`src/rtl/ram_port_arbiter_pkg.sv`:
```
// ram_port_arbiter_pkg: requester indices, arbiter states
// and width helpers shared by the firing FSM RAM arbiters.
package ram_port_arbiter_pkg;

  localparam int REQ_STP = 0;
  localparam int REQ_EVP = 1;
  localparam int REQ_EVB = 2;

  typedef enum logic {
    ST_IDLE = 1'b0,
    ST_OWN  = 1'b1
  } arb_state_t;

  // ceil(log2(n)), never below 1 so a vector always exists
  function automatic int log2c(input int n);
    int r;
    r = 1;
    while ((1 << r) < n) r++;
    return r;
  endfunction

endpackage

```
`src/rtl/ram_port_arbiter.sv`:
```
// ram_port_arbiter: round-robin owner of one single-port RAM,
// bounded bursts under contention, one-hot read-valid return.
module ram_port_arbiter
  import ram_port_arbiter_pkg::*;
#(
  parameter int N_REQ     = 3,
  parameter int word_size = 16,
  parameter int addr_size = 10,
  parameter int BURST_MAX = 64
) (
  input  logic                         clk,
  input  logic                         rst,
  input  logic                         rst_instr,
  input  logic [N_REQ-1:0]             req,
  input  logic [N_REQ-1:0]             rd_en,
  input  logic [N_REQ-1:0]             wr_en,
  input  logic [N_REQ*addr_size-1:0]   addr,
  input  logic [N_REQ*word_size-1:0]   wdata,
  output logic [N_REQ-1:0]             gnt,
  output logic [N_REQ-1:0]             rvalid,
  output logic [word_size-1:0]         rdata,
  output logic                         ram_rd_en,
  output logic                         ram_wr_en,
  output logic [addr_size-1:0]         ram_addr,
  output logic [word_size-1:0]         ram_wdata,
  input  logic [word_size-1:0]         ram_q,
  output logic                         err
);

  localparam int IW = log2c(N_REQ);
  localparam int CW = log2c(BURST_MAX);

  typedef logic [IW-1:0]    idx_t;
  typedef logic [CW-1:0]    cnt_t;
  typedef logic [N_REQ-1:0] vec_t;

  localparam cnt_t CNT_MAX = cnt_t'(BURST_MAX - 1);
  localparam vec_t ONE     = vec_t'(1);

  function automatic vec_t oh(input idx_t i);
    return ONE << i;
  endfunction

  function automatic idx_t inc(input idx_t i);
    return (int'(i) == N_REQ - 1) ? '0 : idx_t'(int'(i) + 1);
  endfunction

  // first set bit of v at or after start, wrapping
  function automatic idx_t rr_pick(
    input vec_t v,
    input idx_t start
  );
    vec_t rot;
    idx_t pk;
    int   p;
    rot = (v >> start) | (v << (N_REQ - int'(start)));
    pk  = start;
    for (int k = N_REQ - 1; k >= 0; k--) begin
      if (rot[k]) begin
        p = int'(start) + k;
        if (p >= N_REQ) p = p - N_REQ;
        pk = idx_t'(p);
      end
    end
    return pk;
  endfunction

  arb_state_t state_q, state_d;
  idx_t       owner_q, owner_d;
  idx_t       rr_q, rr_d;
  idx_t       pick;
  cnt_t       cnt_q, cnt_d;
  vec_t       gnt_q, gnt_d;
  vec_t       rvalid_q, rvalid_d;
  vec_t       others, strobe;
  logic       err_q, err_d;
  logic       drop, preempt, hold;

  // RAM mux driven straight from the registered one-hot grant
  always_comb begin
    ram_addr  = '0;
    ram_wdata = '0;
    for (int i = 0; i < N_REQ; i++) begin
      if (gnt_q[i]) begin
        ram_addr  = addr[i*addr_size +: addr_size];
        ram_wdata = wdata[i*word_size +: word_size];
      end
    end
  end

  assign ram_wr_en = |(wr_en & gnt_q);
  assign ram_rd_en = |(rd_en & gnt_q) & ~ram_wr_en;

  // ownership: idle grant, hold, preempt, or direct handover
  always_comb begin
    state_d = state_q;
    owner_d = owner_q;
    rr_d    = rr_q;
    cnt_d   = cnt_q;
    gnt_d   = gnt_q;
    others  = req & ~oh(owner_q);
    drop    = ~req[owner_q];
    preempt = ~drop & (cnt_q == CNT_MAX) & (|others);
    hold    = ~drop & ~preempt;
    pick    = '0;
    unique case (state_q)
      ST_IDLE: begin
        if (|req) begin
          pick    = rr_pick(req, rr_q);
          state_d = ST_OWN;
          owner_d = pick;
          gnt_d   = oh(pick);
          cnt_d   = '0;
        end
      end
      ST_OWN: begin
        pick = rr_pick(others, inc(owner_q));
        unique case (1'b1)
          drop: begin
            rr_d  = inc(owner_q);
            cnt_d = '0;
            if (|others) begin
              owner_d = pick;
              gnt_d   = oh(pick);
            end else begin
              state_d = ST_IDLE;
              gnt_d   = '0;
            end
          end
          preempt: begin
            rr_d    = inc(owner_q);
            owner_d = pick;
            gnt_d   = oh(pick);
            cnt_d   = '0;
          end
          hold: begin
            if (cnt_q != CNT_MAX) cnt_d = cnt_q + 1'b1;
          end
          default: ;
        endcase
      end
      default: begin
        state_d = ST_IDLE;
        gnt_d   = '0;
      end
    endcase
    if (!rst_instr) begin
      state_d = ST_IDLE;
      owner_d = '0;
      rr_d    = '0;
      cnt_d   = '0;
      gnt_d   = '0;
    end
  end

  // read tag follows the issuing requester, not the next owner
  always_comb begin
    strobe   = rd_en | wr_en;
    rvalid_d = ram_rd_en ? gnt_q : '0;
    err_d    = err_q | (|(strobe & ~gnt_q));
    if (!rst_instr) begin
      rvalid_d = '0;
      err_d    = 1'b0;
    end
  end

  // state registers
  always_ff @(posedge clk or negedge rst) begin
    if (!rst) begin
      state_q  <= ST_IDLE;
      owner_q  <= '0;
      rr_q     <= '0;
      cnt_q    <= '0;
      gnt_q    <= '0;
      rvalid_q <= '0;
      err_q    <= 1'b0;
    end else begin
      state_q  <= state_d;
      owner_q  <= owner_d;
      rr_q     <= rr_d;
      cnt_q    <= cnt_d;
      gnt_q    <= gnt_d;
      rvalid_q <= rvalid_d;
      err_q    <= err_d;
    end
  end

  assign gnt    = gnt_q;
  assign rvalid = rvalid_q;
  assign err    = err_q;
  assign rdata  = ram_q;

endmodule

```
`config.mk`:
```
export PLATFORM = sky130hd
export DESIGN_NAME = ram_port_arbiter
export DESIGN_NICKNAME = d
export VERILOG_FILES = /design/src/rtl/ram_port_arbiter_pkg.sv /design/src/rtl/ram_port_arbiter.sv
export SDC_FILE = /design/constraint.sdc
export NUM_CORES = 1
export LEC_CHECK = 0
export ABC_AREA = 1
export CAP_MARGIN = 10
export CORE_AREA = 2 2 92 68
export CTS_CLUSTER_SIZE = 40
export DETAILED_ROUTE_END_ITERATION = 8
export DIE_AREA = 0 0 94 70
export PLACE_DENSITY = 0.89
export SLEW_MARGIN = 20
export SYNTH_ARGS = -nofsm -noshare
export SYNTH_HDL_FRONTEND = slang
export SYNTH_SLANG_ARGS = --single-unit
```
`constraint.sdc`:
```
create_clock -name clk -period 4.54 [get_ports clk]
set_input_delay 1.135 -clock clk [delete_from_list [all_inputs] [get_ports clk]]
set_output_delay 1.135 -clock clk [all_outputs]
set_load 0.05 [all_outputs]
```
==> reports/metrics.yaml, run 1 <==
status: "finished, final reports clean"
drv_cap: 0
fin_nets: 525
place_congestion: 0.872
ant_nets: 0
row_count: 24
setup_tns_ps: 0
cp.required_ps: 3400
worst-slew-pin-transition_ps: 808
synth_xor_area_frac: 0.0171
synthMuxAreaShare: 0
hold_buffers: 0
wl_mm: 7.17
grt_pass1_vias: 2374
postCtsSetupBuffers: 0
final_cell_mix: "clkdlybuf4s50_1, nand2_1, o21ai_0, nand3_1, buf_4"
layout_commonest_cell: "clkdlybuf4s50_1"
drive_gt1_frac: 0.152
relSlewSlack: 0.460
seqCellArea_sq_um: 450
cts_made_buffers: 3
synthAdderAreaFrac: 0.0183
synth_top_area_cell: "dfrtp_1"
fmax_mhz: 255
drcViolationCount: 0
clk-insertion-delay-late_ps: 260
synth_fp_nets: 424
ir_worst_vdd_mv: 0.305
insertedDiodeCount: 0
drtPass1Iterations: 4
via_count: 2558
ys_warn_count: 0
drt_iter0_drc: 134
min_period_over_period: 0.865
top_usage_layer: "met2"
dp.final_hpwl_mm: 5.74
setup_viol_count_final: 0
n_fill_cell: 552
p_total_mw: 1.58
cts_tree: "yes"
io_pins: 157
synth_cells: 315
cts_buffer_depth: 2
skew_ps: 3.48
h-tree-depth: 1
start_util: 0.350
rsz0062_at_grt: "no"
critPathLaunchType: "input port"
critical_path_class: "input port to output pin"
netlist_area_sq_um: 2050
grt_max_degree: 55
grtUsageMet1: 0.270
avgRoutedWirePerCell_um: 14.5
clk_pin_slew_ps: 70
critPathMaxFanout: 2
synth-seq-cells: 18
die-height_um: 70
grt-ovfl-total: 0
cts.repair.resized: 0
yosys.area_share.simple: 0.347
die_area_sq_um: 6580
critPathArrivalTime_ps: 2790
use_met2: 0.345
grt_use_total: 0.207
cts_root_buffer: "clkbuf_8"
synthToLayoutAreaGrowth_pct: 56.7
synth_compound_area_frac: 0.251
hold_class: "flip-flop to flip-flop"
antenna_found_initial: 0
core_sq_um: 5860
p_per_area_nw_per_um2: 491
clock-sinks: 18
finalCriticalPeriod_ps: 3930
crit_path_end_kind: "output pin"
seq_area_frac_synth: 0.220
synth_top_family_by_area: "simple AND/OR/NAND/NOR gates"
hold_viol: 0
p_leak_nw: 1.37
slew_violations: 0
synth_area_leaders: "dfrtp_1, nand2_1, a22oi_1"
syn_area_per_cell_sq_um: 6.50
io_buffers: 124
fp.dieW_um: 94
viasPerCell: 5.19
multiInputGateArea_sq_um: 1300
yosysUniqueCellTypes: 38
grt_first_pass_wirelength_mm: 11.1
gr-usage-met3: 0.0626
synth_top_area_frac: 0.220
cell type report:
type	count	share of cell area
clock buffer	4	0.0172
inverter	28	0.0343
multi-input combinational	238	0.404
sequential	18	0.140
tap	78	0.0304
timing repair buffer	127	0.373
worst paths after layout:
check,start,to,slack (ps),depth (start not counted)
min,cnt_q[0],cnt_q[0],530,1
max reg2reg,cnt_q[0],gnt[0],2800,9
max,wr_en[2],ram_rd_en,610,5
min reg2reg,cnt_q[0],cnt_q[0],530,1
min in group asynchronous,rst,cnt_q[5],1340,1
max in group asynchronous,rst,err,2690,1
sequential cells by signal (all words and copies together), names as in the netlist:
name	count
cnt_q	6
err	1
gnt	3
owner_q	2
rr_q	2
rvalid	3
state_q	1
synthesized netlist by cell type, drive strengths merged:
library cell	instances
nand2	93
dfrtp	18
o41ai	1
o21a	1
xor2	3
ha	3
o21ai	41
nand3	33
o22ai	2
nor2	18
nand4	4
buf	21
or2	1
inv	28
a22oi	26
nor3	3
clkbuf	10
xnor2	1
a21oi	2
a31oi	2
o211ai	3
nand3b	1
cells by family after synthesis:
| family | count (synthesis) |
|---|---|
| AOI/OAI and AO/OA | 78 |
| xor gates and xnor gates | 4 |
| adders and majority gates | 3 |
| buffers and inverters | 59 |
| DFF | 18 |
| and+or+nand+nor | 153 |
worst max-delay path: stages:
cell	delay [ps]
clkdlybuf4s50_1	450
nand2_1	80
nand3_1	80
a31oi_1	210
clkdlybuf4s50_1	840
per-stage QoR:
step                worst slack (ps)  cells  utilization  instance area (sq um)  hold WS [ps]
finish                           611    493        0.548                   3210           530
global route                     555    493        0.548                   3210           556
CTS                              615    493        0.548                   3210           529
detailed placement               624    489        0.539                   3150           516
global placement                 677    489        0.539                   3150           501
floorplan                        763    315            -                   2050           475
power breakdown:
part | internal (mW) | leakage (nW) | switching, mW | total, mW
registers | 0.183 | 0.242 | 0.0458 | 0.229
clock network | 0.0772 | 0.0288 | 0.0563 | 0.133
logic | 0.397 | 1.10 | 0.818 | 1.22
total | 0.657 | 1.37 | 0.920 | 1.58
per-layer routing:
| metal | part of all wire | vias up |
|---|---|---|
| met4 | 0.0088 | 0 |
| met2 | 0.48 | 88 |
| met5 | 0 | - |
| li1 | - | 1255 |
| met3 | 0.079 | 6 |
| met1 | 0.43 | 1209 |
Power figures use the tool's default switching activity.
==> run 2: changes to the inputs <==
- CORE_AREA: 2 2 92 68 -> 2 2 96 70
- DIE_AREA: 0 0 94 70 -> 0 0 98 72
- PLACE_DENSITY: 0.89 -> 0.83
- SKIP_CTS_REPAIR_TIMING: not set -> 1
- clock period: 4.54 -> 4.05 ns (I/O delays scaled with it)
==> reports/metrics.yaml, run 2 (same netlist as run 1, synthesis figures left out) <==
cts_buffer_depth: 2  # unchanged
fmax_mhz: 271
cts_made_buffers: 3  # unchanged
hold_viol: 0  # unchanged
clk_pin_slew_ps: 70  # about the same
reg2reg_slack_ps: 2220  # -580 ps
cts_tree: "yes"
stdcell_area_sq_um: 3530  # +10%
avgRoutedWirePerCell_um: 16.3  # +12%
rr_startpoint: "cnt_q[0]"
cts_root_buffer: "clkbuf_8"
timing.final.ws_setup_ps: 354  # -257 ps
worst-slew-pin-transition_ps: 831  # +22.9 ps
hold_start: "cnt_q[1]"
critPathLaunchType: "input port"
fin_nets: 525  # unchanged
die-height_um: 72  # +2.9%
clock-sinks: 18  # unchanged
start_util: 0.336  # -0.0138
layout_commonest_cell: "clkdlybuf4s50_1"
insertedDiodeCount: 0  # unchanged
hold_class: "flip-flop to flip-flop"
top_register: "cnt_q"
h-tree-depth: 1  # unchanged
row_count: 24  # unchanged
p_per_area_nw_per_um2: 596  # +21%
drive_gt1_frac: 0.152  # unchanged
cp.required_ps: 3040  # -360 ps
die_area_sq_um: 7060  # +7.2%
rsz0062_at_grt: "no"
clk-insertion-delay-late_ps: 260  # about the same
critical_path_class: "input port to output pin"
drt_iter0_drc: 225  # +68%
grt_max_degree: 56  # +1.8%
core_sq_um: 6100  # +4.1%
final_core_util: 0.580  # +0.0318
drv_cap: 0  # unchanged
place_congestion: 0.922  # +5.8%
viasPerCell: 5.26  # +1.4%
crit_path_end_kind: "output pin"
grt_pass1_vias: 2339  # -1.5%
final_cell_mix: "clkdlybuf4s50_1, nand2_1, o21ai_0, nand3_1"
status: "finished, final reports clean"
r2r_end: "gnt[2]"
postPlaceCellArea_sq_um: 3480  # +10%
critPathMaxFanout: 2  # unchanged
synthToLayoutAreaGrowth_pct: 72.6
whs_path_depth: 2  # +1
relSlewSlack: 0.444  # -0.0153
skew_ps: 4.20  # +0.719 ps
grt_use_total: 0.213  # +0.00516
slew_violations: 0  # unchanged
io_buffers: 124  # unchanged
p_leak_nw: 1.46  # +6.6%
hold_path_end: "cnt_q[1]"
r2r_cells: 9  # unchanged
critPathArrivalTime_ps: 2680  # -110 ps
via_count: 2595  # +1.4%
slowest_stage: "clkdlybuf4s50_1"
fp.dieW_um: 98  # +4.3%
drcViolationCount: 0  # unchanged
dp_slack_ps: 348  # -277 ps
min_period_over_period: 0.913
slowest_delay_ps: 850  # about the same
dp.final_hpwl_mm: 6.40  # +11%
finalCriticalPeriod_ps: 3700
wl_mm: 8.01  # +12%
crit_chain: "clkdlybuf4s50_1 > nand2_1 > nand3_1 > a31oi_1 > clkdlybuf4s50_1"
drtPass1Iterations: 6  # +2
io_pins: 157  # unchanged
cp_common_cell: "clkdlybuf4s50_1"
grt-ovfl-total: 0  # unchanged
largest_reg_flops: 6  # unchanged
grt_first_pass_wirelength_mm: 12.2  # +10%
ant_nets: 0  # unchanged
setup_viol_count_final: 0  # unchanged
setup_tns_ps: 0  # unchanged
ir_worst_vdd_mv: 0.321  # +5.2%
antenna_found_initial: 0  # unchanged
-- run 2: cell counts in the layout (fill, tap and decap cells not counted) --
No cell type changed its count.
-- run 2: through the flow --
stage                     power [mW]  std cells  hold WS, ps
after floorplan                 1.25        315          475
after global placement          1.92        489          500
after detailed placement        1.95        489          521
after CTS                       2.10        493          535
after global routing            2.22        493          567
final                           2.11        493          537
-- run 2: report_power, final --
part | switching (mW) | total (mW) | internal [mW] | leakage, nW
registers | 0.0471 | 0.252 | 0.205 | 0.242
logic | 0.998 | 1.70 | 0.706 | 1.19
clock network | 0.0632 | 0.150 | 0.0864 | 0.0288
-- run 2: how the worst max path moves through the flow --
stage	start	endpoint	slack (ps)	cells past startpoint
after floorplan	wr_en[0]	ram_rd_en	520	3
after global placement	wr_en[1]	ram_rd_en	430	5
after detailed placement	wr_en[0]	ram_rd_en	350	5
after CTS	wr_en[0]	ram_rd_en	350	5
after global routing	wr_en[1]	ram_rd_en	250	5
final	wr_en[0]	ram_rd_en	350	5
-- run 2: worst max-delay path, delay by kind of cell --
family	cells	cell delay [ps]
simple gates	2	160
buf+inv	2	1270
compound gates	1	240
-- run 2: final cells by class --
class	instances	area [sq um]
sequential	18	450
multi-input combinational	238	1300
clock buffer	4	55.1
timing repair buffer	127	1520
fill	526	2560
tap	78	97.6
inverter	28	110
-- run 2: per-layer routing --
metal | vias to the layer above | wire (um) | global-route usage
met4 | 0 | 94 | 0.0309
met5 | - | 0 | 0
li1 | 1255 | - | -
met2 | 138 | 3890 | 0.352
met1 | 1188 | 3340 | 0.283
met3 | 14 | 691 | 0.0636
